[src/rtl/ball_ctrl.sv]
// ball_ctrl: per-frame ball motion stage downstream of collision_ctrl.
// Collision levels are latched during the active frame. Once per frame, on the
// rising edge of vsync, the ball is moved, reflected off the walls, parked on
// the paddle, or frozen after a win/lose.
//
// Ports:
//   pxl_clk      pixel clock, all logic on the rising edge
//   reset_n      asynchronous active-low reset
//   vsync        1 = vertical blanking, 0 = active frame
//   start        new game; returns to IDLE with the ball parked
//   launch       player launch request, sampled on the frame tick in IDLE
//   paddle_x     paddle centre column
//   h_collision  horizontal bounce request from collision_ctrl
//   v_collision  vertical bounce request from collision_ctrl
//   win, lose    end-of-game flags from collision_ctrl
//   ball_x/y     registered ball centre
//   dir_left     1 = moving toward decreasing x
//   dir_up       1 = moving toward decreasing y
//   frame_tick   one-cycle pulse on the frame update edge
//   running      1 while in RUN
module ball_ctrl #(
  parameter logic [9:0] X_MIN   = 10'd8,
  parameter logic [9:0] X_MAX   = 10'd631,
  parameter logic [9:0] Y_MIN   = 10'd8,
  parameter logic [9:0] BALL_R  = 10'd5,
  parameter logic [9:0] STEP    = 10'd2,
  parameter logic [9:0] START_Y = 10'd440,
  parameter logic [9:0] X_RESET = 10'd320
) (
  input  logic       pxl_clk,
  input  logic       reset_n,
  input  logic       vsync,
  input  logic       start,
  input  logic       launch,
  input  logic [9:0] paddle_x,
  input  logic       h_collision,
  input  logic       v_collision,
  input  logic       win,
  input  logic       lose,
  output logic [9:0] ball_x,
  output logic [9:0] ball_y,
  output logic       dir_left,
  output logic       dir_up,
  output logic       frame_tick,
  output logic       running
);

  localparam logic [9:0] X_LO    = X_MIN + BALL_R;
  localparam logic [9:0] X_HI    = X_MAX - BALL_R;
  localparam logic [9:0] Y_LO    = Y_MIN + BALL_R;
  localparam logic [9:0] X_LO_TH = X_LO + STEP;
  localparam logic [9:0] Y_LO_TH = Y_LO + STEP;
  localparam logic [9:0] Y_HI_TH = 10'd1023 - STEP;

  typedef enum logic [1:0] {StIdle, StRun, StHalt} state_e;

  state_e     state_q;
  logic       vsync_q;
  logic       h_hit_q, v_hit_q;
  logic       tick;
  logic       d, u;
  logic [9:0] nx, ny;
  logic       nl, nu;

  function automatic logic [9:0] clamp_x(input logic [9:0] x);
    if (x < X_LO)      return X_LO;
    else if (x > X_HI) return X_HI;
    else               return x;
  endfunction

  assign tick = vsync & ~vsync_q;

  // Motion update: hit flips are applied before the wall rules, so a wall
  // clamp always sees the post-hit direction.
  always_comb begin
    d  = dir_left ^ h_hit_q;
    u  = dir_up ^ v_hit_q;
    nx = ball_x;
    nl = d;
    ny = ball_y;
    nu = u;
    if (d && (ball_x < X_LO_TH)) begin
      nx = X_LO;
      nl = 1'b0;
    end else if (!d && (ball_x + STEP > X_HI)) begin
      nx = X_HI;
      nl = 1'b1;
    end else if (d) begin
      nx = ball_x - STEP;
    end else begin
      nx = ball_x + STEP;
    end
    if (u && (ball_y < Y_LO_TH)) begin
      ny = Y_LO;
      nu = 1'b0;
    end else if (!u && (ball_y > Y_HI_TH)) begin
      ny = ball_y;  // saturate at the bottom instead of wrapping
      nu = 1'b0;
    end else if (u) begin
      ny = ball_y - STEP;
    end else begin
      ny = ball_y + STEP;
    end
  end

  always_ff @(posedge pxl_clk or negedge reset_n) begin
    if (!reset_n) begin
      state_q    <= StIdle;
      vsync_q    <= 1'b0;
      h_hit_q    <= 1'b0;
      v_hit_q    <= 1'b0;
      ball_x     <= X_RESET;
      ball_y     <= START_Y;
      dir_left   <= 1'b0;
      dir_up     <= 1'b1;
      frame_tick <= 1'b0;
      running    <= 1'b0;
    end else begin
      vsync_q    <= vsync;
      frame_tick <= tick;
      // Collisions during blanking are ignored; tick implies vsync=1, so the
      // clear and set terms never overlap.
      if (start || tick) begin
        h_hit_q <= 1'b0;
        v_hit_q <= 1'b0;
      end else begin
        h_hit_q <= h_hit_q | (h_collision & ~vsync);
        v_hit_q <= v_hit_q | (v_collision & ~vsync);
      end

      if (start) begin
        state_q  <= StIdle;
        running  <= 1'b0;
        ball_x   <= clamp_x(paddle_x);
        ball_y   <= START_Y;
        dir_left <= 1'b0;
        dir_up   <= 1'b1;
      end else begin
        case (state_q)
          StIdle: begin
            if (tick) begin
              ball_x   <= clamp_x(paddle_x);
              ball_y   <= START_Y;
              dir_left <= 1'b0;
              dir_up   <= 1'b1;
              if (launch) begin
                state_q <= StRun;
                running <= 1'b1;
              end
            end
          end
          StRun: begin
            if (win || lose) begin
              state_q <= StHalt;
              running <= 1'b0;
            end else if (tick) begin
              ball_x   <= nx;
              ball_y   <= ny;
              dir_left <= nl;
              dir_up   <= nu;
            end
          end
          StHalt: begin
          end
          default: begin
            state_q <= StIdle;
            running <= 1'b0;
          end
        endcase
      end
    end
  end

endmodule

[config.mk]
export PLATFORM = sky130hd
export DESIGN_NAME = ball_ctrl
export DESIGN_NICKNAME = d
export VERILOG_FILES = /design/src/rtl/ball_ctrl.sv
export SDC_FILE = /design/constraint.sdc
export NUM_CORES = 1
export LEC_CHECK = 0
export ABC_AREA = 0
export BUFFER_PORTS_ARGS = -buffer_cell sky130_fd_sc_hd__buf_4
export CAP_MARGIN = 20
export CELL_PAD_IN_SITES_DETAIL_PLACEMENT = 1
export CELL_PAD_IN_SITES_GLOBAL_PLACEMENT = 1
export CORE_MARGIN = 5
export CORE_UTILIZATION = 45
export CTS_CLUSTER_DIAMETER = 50
export DETAILED_ROUTE_END_ITERATION = 16
export PLACE_DENSITY = 0.86
export SLEW_MARGIN = 20
export SYNTH_ARGS = -nofsm -noshare
export SYNTH_HDL_FRONTEND = slang
export SYNTH_SLANG_ARGS = --single-unit
[constraint.sdc]
create_clock -name pxl_clk -period 6.1 [get_ports pxl_clk]
set_clock_uncertainty 0.15 [all_clocks]
set_input_delay 1.525 -clock pxl_clk [delete_from_list [all_inputs] [get_ports pxl_clk]]
set_output_delay 1.525 -clock pxl_clk [all_outputs]
set_load 0.01 [all_outputs]
Word-level counts from Yosys, hierarchy flattened
Index checks and enable logic that the tools add are counted.
{"block": "classes", "n_addsub": 4, "n_lt_le_gt_ge": 6, "eq_ne": 9, "n_mux": 44, "bitwise": 9, "reduce_logical": 13}
{"operator": "$mux 10", "count": 16}
{"operator": "$pmux 10 s2", "count": 2}
{"operator": "$gt 10x10->1 const B", "count": 3}
{"operator": "$lt 10x4->1 const B", "count": 3}
{"operator": "$add 10x2->10 const B", "count": 2}
{"operator": "$sub 10x2->10 const B", "count": 2}
{"operator": "$mux 1", "count": 18}
{"operator": "$ne 3x3->1 const B", "count": 5}
{"operator": "$mux 2", "count": 4}
{"operator": "$reduce_and 4->1", "count": 2}
{"operator": "$pmux 2 s3", "count": 1}
{"operator": "$reduce_and 5->1", "count": 1}
{"operator": "$logic_and 1x1->1", "count": 4}
{"operator": "$ne 4x4->1 const B", "count": 1}
{"operator": "$pmux 1 s2", "count": 2}
{"operator": "$and 1x1->1", "count": 3}
{"operator": "$pmux 1 s3", "count": 1}
{"operator": "$reduce_bool 3->1", "count": 1}
{"operator": "$eq 2x1->1 const B", "count": 1}
{"operator": "$eq 2x2->1 const B", "count": 1}
{"operator": "$logic_not 1->1", "count": 2}
{"operator": "$logic_not 2->1", "count": 1}
{"operator": "$logic_or 1x1->1", "count": 2}
{"operator": "$ne 2x2->1 const B", "count": 1}
{"operator": "3 further kinds", "count": 6}
{"block": "totals", "regBits": 29, "inputBits": 19, "out_inout_bits": 24, "elab_cells": 95}

Logic depth before layout (Yosys ltp)
Gate-level depths: netlist (run 1).
{"block": "logic_depth", "word_depth": 9, "mapped_depth": 9, "mapped_depth_nobuf": 8}

Least setup slack after synthesis (run 1)
Ideal clock, no wire load.
{"block": "synth_timing", "path_type": "input port to flip-flop", "from": "in start", "to": "reg ball_y[6]", "setup_ns": 0.121, "arrival_time_ns": 3.022, "t_required_ns": 5.829, "slack_ns": 2.808, "stages": 9, "path_buffers": 3, "cell_sequence": "buf_2 or3b_1 clkbuf_1 nor4_1 a21o_1 buf_4 or2_2 nor2_1 a22o_1"}
{"block": "synth_via", "elab_chain_len": 2, "elab_cells_between_ends": 7, "cone_classes": "eq/ne: 4; mux: 1; reduce/logical: 2"}
{"element": "start, declared", "line_no": "33", "rtl": "input logic start,"}
{"element": "$ne 4x4->1 (no line), or another cell as far along"}
{"element": "$reduce_and 5->1 (no line)"}
{"element": "end signal, assigned", "line_no": "158", "rtl": "ball_y <= ny;"}
{"element": "end, declared", "line_no": "41", "rtl": "output logic [9:0] ball_y,"}
Parallel ways exist; a longest one is shown, timed or not.
A chain may end at the register's enable or synchronous reset.

Worst setup path after layout (run 1)
{"block": "layout_timing", "from": "reg dir_up", "to": "reg ball_y[9]"}
{"block": "layout_via", "elab_chain_len": 8, "elab_cells_between_ends": 13, "cone_classes": "eq/ne: 1; mux: 7; bitwise: 1; reduce/logical: 4"}
{"element": "start, declared", "line_no": "43", "rtl": "output logic dir_up,"}
{"element": "start signal, assigned", "line_no": "160", "rtl": "dir_up <= nu;"}
{"element": "$xor 1x1->1 (*)", "line_no": "77", "rtl": "u = dir_up ^ v_hit_q;"}
{"element": "$mux 10", "line_no": "99", "rtl": "end else if (u) begin"}
{"element": "$mux 10", "line_no": "96", "rtl": "end else if (!u && (ball_y > Y_HI_TH)) begin"}
{"element": "$mux 10", "line_no": "93", "rtl": "if (u && (ball_y < Y_LO_TH)) begin"}
{"element": "$mux 10", "line_no": "156", "rtl": "end else if (tick) begin"}
{"element": "$mux 10", "line_no": "153", "rtl": "if (win || lose) begin"}
{"element": "$pmux 10 s2", "line_no": "139", "rtl": "case (state_q)"}
{"element": "$mux 10", "line_no": "131", "rtl": "if (start) begin"}
Every way passes the cells marked *; elsewhere a longest branch is shown, timed or not. The select of a mux whose other input is x is not followed.

==> results of run 1 <==
## Yosys cell counts, types with 4 or more instances
master	n	share of area
clkbuf_1	7	0.011
nand2b_1	6	0.016
o21a_1	4	0.013
xnor2_1	6	0.023
o221ai_1	4	0.015
dfstp_2	8	0.092
xor2_1	8	0.031
a31oi_1	4	0.011
o211ai_1	5	0.016
ha_1	9	0.049
and3_1	8	0.022
dfrtp_1	21	0.23
a21o_1	4	0.013
buf_2	6	0.013
inv_1	4	0.0065
a21oi_1	20	0.044
nand2_1	18	0.029
nor2_1	26	0.043
o21ai_0	14	0.031
or2_2	7	0.019
nand4_1	5	0.014
a211oi_1	7	0.023
nand3_1	8	0.017
nor4_1	4	0.011
## final timing paths
| path | startpoint | endpoint | cells past startpoint |
|---|---|---|---|
| worst max-delay path | dir_up | ball_y[9] | 8 |
| worst min-delay path | ball_y[3] | ball_y[3] | 2 |
| worst max register to register | dir_up | ball_y[9] | 8 |
| worst min register to register | ball_y[3] | ball_y[3] | 2 |
| max in group asynchronous | reset_n | dir_up | 1 |
| min in group asynchronous | reset_n | ball_x[9] | 1 |
## power by group through the flow
stage | Sequential (W) | Combinational [W] | Clock, W
floorplan | 0.000236 | 0.000139 | 0
global placement | 0.000248 | 0.000193 | 0
detailed placement | 0.000249 | 0.000199 | 0
CTS | 0.000246 | 0.000201 | 0.000185
global route | 0.000251 | 0.000220 | 0.000196
finish | 0.000246 | 0.000201 | 0.000183
## layer usage
layer | part of all wire | routed length (um)
met1 | 0.43 | 3030
met3 | 0.023 | 164
met2 | 0.53 | 3670
met5 | 0 | 0
met4 | 0.017 | 121
## metrics by stage
stage,instance area [um2],instances
global route,2740,372
global placement,2630,364
CTS,2740,372
floorplan,2290,266
detailed placement,2630,364
finish,2740,372
## layout make-up
class / count / area, um2
Inverter: 4 / 15.0
Timing Repair Buffer: 43 / 323
Fill cell: 621 / 2310
Multi-Input combinational cell: 218 / 1470
Tap cell: 70 / 87.6
Sequential cell: 29 / 736
Clock buffer: 7 / 96.3
Clock inverter: 1 / 5.00
## sequential cells by signal, indices dropped and copies added, names as in the netlist
signal      flops
v_hit_q         1
h_hit_q         1
ball_x         10
running         1
dir_left        1
frame_tick      1
state_q         2
dir_up          1
vsync_q         1
ball_y         10
## kinds of logic (layout without fill, tap and decap cells)
logic type / count (synthesis) / after routing / share of synthesized area
simple gates: 100 / 100 / 0.231
buf+inv: 19 / 55 / 0.0376
xor+xnor: 14 / 14 / 0.0534
mux: 3 / 3 / 0.0136
flops: 29 / 29 / 0.321
fa+ha+maj: 10 / 10 / 0.0578
compound gates: 91 / 91 / 0.286
## critical path, delay by kind of cell (launching register included)
family | cells | cell delay (ps)
AOI/OAI and AO/OA | 5 | 1460
and+or+nand+nor | 1 | 150
DFF | 1 | 580
xor gates and xnor gates | 1 | 780
adders and majority gates | 1 | 430
==> results.cfg, run 1 <==
[floorplanning]
core_area_mm2 = 0.00504
start_util = 0.455
num_rows = 26
io-pin-count = 43
die_h_um = 81.4
fp.dieArea_mm2 = 0.00663
fp.dieW_um = 81.4

[setup_path]
critPathSlowestCell = xor2_1
critPathCaptureType = register
required_ps = 6130
arrival_ps = 3680
path_cells = xor2_1 > ha_1 > a21oi_1 > o21ai_0 > a2111oi_0 > nor3_1 > o31a_1 > o41ai_1
worst_path_largest_cell_delay_ps = 780
startpoint_type = register
critPathMaxFanout = 12
setup.worst_path.class = register to register
timing.reg2reg.setup_slack_ps = 2450

[cts]
clkTransAtPathRegs_ps = 60
cts.sinks = 29
htree_levels = 2
clk_latency_ps = 290
post-cts-setup-buffers = 0
cts_resized = 0
cts_tree = built
cts-hold-fix-buffers = 0
cts_inserted_buffers = 5
root_buffer = clkbuf_8
clk_path_buf_depth = 2

[synth]
synth_warnings = 0
netlist_instances = 266
syn_nets = 295
synth_edf_count = 0
async_flop_share = 1.00
ys_seq_area_frac = 0.321
yosysUniqueCellTypes = 58
avgSynthCellArea_um2 = 8.63
ys_seq_elements = 29
yosys_most_used_dff = dfrtp_1
syn-cell-area_mm2 = 0.00229

[placed_design]
gp_congestion = 0.858
portBuffers = 42
dpl.hpwl_um = 5120
post-place-ws_ps = 2480

[cells_and_area]
layout.cells.most_common = buf_4
nets = 330
syn_to_final_growth_pct = 19.2
final_cell_mix = 43 x buf_4, 26 x nor2_1, 21 x dfrtp_1
antenna_cells = 0
final_util = 0.542
layout-drive-gt1-share = 0.258

[power_and_ir_drop]
p_per_area_mw_per_mm2 = 230
clkPwrFrac = 0.290
swShare = 0.362
pwr-share-seq = 0.391
p_leak_nw = 1.17
switching_power_w = 0.000228
internal_power_w = 0.000402
total_power_w = 0.000630
p_comb_frac = 0.319
irDropWorstVdd_mv = 0.0912

[global_routing]
grt_max_degree = 30
grt_pass1_wl_um = 11600
grt_pass1_vias = 2342
antenna_found_initial = 0
grt_overflow = 0
grt_use_met2 = 0.410
grt_use_met3 = 0.0340
top_usage_layer = met2
use_met1 = 0.275
gr-usage-all-layers = 0.230

[timing]
max_freq_ghz = 0.274
worst_slew_pin_slew_ps = 969
final.period_utilization = 0.598
finalSetupTns_ps = 0
timing.hold.ws_ps = 380
hold_viol = 0
final-max-slew-violation-count = 0
rsz0062_at_grt = false
min_period_ps = 3650
slew_headroom = 0.350
setup_violations = 0
setup_slack_ps = 2450

[routing]
drtIter0Drc = 96
firstDrtPassIters = 4
drc = 0
drt_wl_total_um = 6980
drtAntennaViolNets = 0
via_per_inst = 6.06
wl_per_cell_um = 18.8
vias = 2253

[run]
cap_violations = 0

[hold_path]
min-delay-path-class = register to register

[run_status]
status = finished, final reports clean
(Power assumes the default switching activity.)
==> run 2, diff against run 1 <==
Settings changed: CORE_UTILIZATION 45 to 42, PLACE_DENSITY 0.86 to 0.81.
Clock period 6.1 ns to 3.43 ns, I/O delays scaled along.
==> run 2 against run 1 <==
- power is 77% higher
- cell count is 1.9% higher
- critical path depth is 2 higher
- sequential share of layout area is 0.39 points lower
- clock power is 72% higher
- sequential cell count stayed put
- sequential power is 78% higher
- cell area is 1.5% higher
- first-iteration DRC count is 25% lower
- register-to-register slack worse by 2000 ps
- routed wire length is 1.8% lower
- worst setup slack worse by 2000 ps
- critical path type unchanged
- largest cell class unchanged
- largest power group unchanged
==> results.cfg, run 2 (synthesis results as in run 1) <==
[power_and_ir_drop]
p_per_area_mw_per_mm2 = 402
swShare = 0.354
clkPwrFrac = 0.282
internal_power_w = 0.000720
switching_power_w = 0.000394
p_comb_frac = 0.325
pwr-share-seq = 0.393
irDropWorstVdd_mv = 0.182
p_leak_nw = 1.19

[timing]
setup_violations = 0
max_freq_ghz = 0.336
final.period_utilization = 0.868
rsz0062_at_grt = false
finalSetupTns_ps = 0
worst_slew_pin_slew_ps = 469
final-max-slew-violation-count = 0
hold_viol = 0
min_period_ps = 2980
slew_headroom = 0.687

[cts]
htree_levels = 2
clk_path_buf_depth = 2
cts-hold-fix-buffers = 0
clkTransAtPathRegs_ps = 70
cts_tree = built
clk_latency_ps = 280
cts_inserted_buffers = 5
cts_resized = 0
post-cts-setup-buffers = 0
root_buffer = clkbuf_8
cts.sinks = 29

[setup_path]
worst_path_largest_cell_delay_ps = 580
timing.reg2reg.setup_slack_ps = 450
cp_top_family = compound AO/OA/AOI/OAI gates
critPathSlowestCell = dfstp_2
path_common_cell = buf_4
arrival_ps = 2980
crit_buf_inv = 2
required_ps = 3440
startpoint_type = register
rr_worst_depth = 10
worst_r2r_startpoint = dir_up
r2r-end = ball_y[9]
critPathMaxFanout = 12
setup.worst_path.class = register to register
critPathCaptureType = register
path_cells = xor2_1 > buf_4 > ha_1 > a21oi_1 > o21ai_0 > a2111oi_0 > buf_4 > o21a_1 > nor2_1 > o41ai_1

[floorplanning]
fp.dieW_um = 83.9
core_area_mm2 = 0.00541
num_rows = 27
io-pin-count = 43
fp.dieArea_mm2 = 0.00704
start_util = 0.425
die_h_um = 83.9

[cells_and_area]
antenna_cells = 0
layout-drive-gt1-share = 0.270
final_cells = 379
nets = 335
syn_to_final_growth_pct = 20.9
final_cell_mix = 48 x buf_4, 26 x nor2_1, 21 x dfrtp_1
top_regs = ball_x (10), ball_y (10), state_q (2)
layout.cells.most_common = buf_4

[placed_design]
dpl.hpwl_um = 5220
placed_cells = 371
portBuffers = 42
gp_congestion = 0.848

[hold_path]
min-delay-path-class = input port to asynchronous set/reset pin

[routing]
wl_per_cell_um = 18.1
vias = 2259
drtIter0Drc = 72
drc = 0
drtAntennaViolNets = 0
firstDrtPassIters = 4
via_per_inst = 5.96
drt_wl_total_um = 6850

[global_routing]
grt_max_degree = 30
grt_pass1_wl_um = 11800
grt_pass1_vias = 2448
antenna_found_initial = 0
gr-usage-all-layers = 0.202
grt_overflow = 0

[run_status]
status = finished, final reports clean

[run]
cap_violations = 0
## run 2: cell count changes in the layout (fill, tap and decap cells not counted), sizes merged
cell  previous run  this run
buf             43        48
## run 2: power by group through the flow
| stage | clock network, W | registers (W) | logic [W] |
|---|---|---|---|
| after global routing | 0.000343 | 0.000445 | 0.000401 |
| after CTS | 0.000322 | 0.000437 | 0.000365 |
| after global placement | 0 | 0.000441 | 0.000351 |
| after detailed placement | 0 | 0.000443 | 0.000362 |
| after floorplan | 0 | 0.000419 | 0.000247 |
| final | 0.000314 | 0.000438 | 0.000362 |
## run 2: routing by layer
metal / GRT usage / wire [um] / vias up
met5: 0 / 0 / -
met1: 0.232 / 2950 / 1136
li1: - / - / 1082
met2: 0.375 / 3560 / 32
met3: 0.0405 / 205 / 9
met4: 0.0614 / 136 / 0
## run 2: worst max path at each step
stage	end	cells past startpoint	slack, ps	from
final	ball_y[9]	10	450	dir_up
after global placement	ball_y[6]	7	640	start
after global routing	ball_y[9]	10	120	dir_up
after floorplan	ball_y[9]	8	310	dir_up
after detailed placement	ball_y[9]	10	400	dir_up
after CTS	ball_y[9]	10	400	dir_up
## run 2: cell type report
| class | count | area, um2 |
|---|---|---|
| clock buffers | 7 | 96.3 |
| clock inverters | 1 | 5.00 |
| fillers | 674 | 2630 |
| inverters | 4 | 15.0 |
| multi-input cells | 218 | 1470 |
| flip-flops and latches | 29 | 736 |
| well taps | 72 | 90.1 |
| repair buffers | 48 | 360 |
## run 2: per-stage QoR
stage | utilization | worst slack [ps] | total power [W] | area, um2 | hold slack (ps)
5_1_grt | 0.513 | 124 | 0.00119 | 2780 | 367
3_5_place_dp | 0.495 | 398 | 0.000805 | 2670 | 377
3_3_place_gp | 0.495 | 637 | 0.000792 | 2670 | 363
6_report | 0.513 | 453 | 0.00111 | 2780 | 348
4_1_cts | 0.513 | 396 | 0.00112 | 2780 | 360
2_1_floorplan | - | 311 | 0.000667 | 2290 | 368
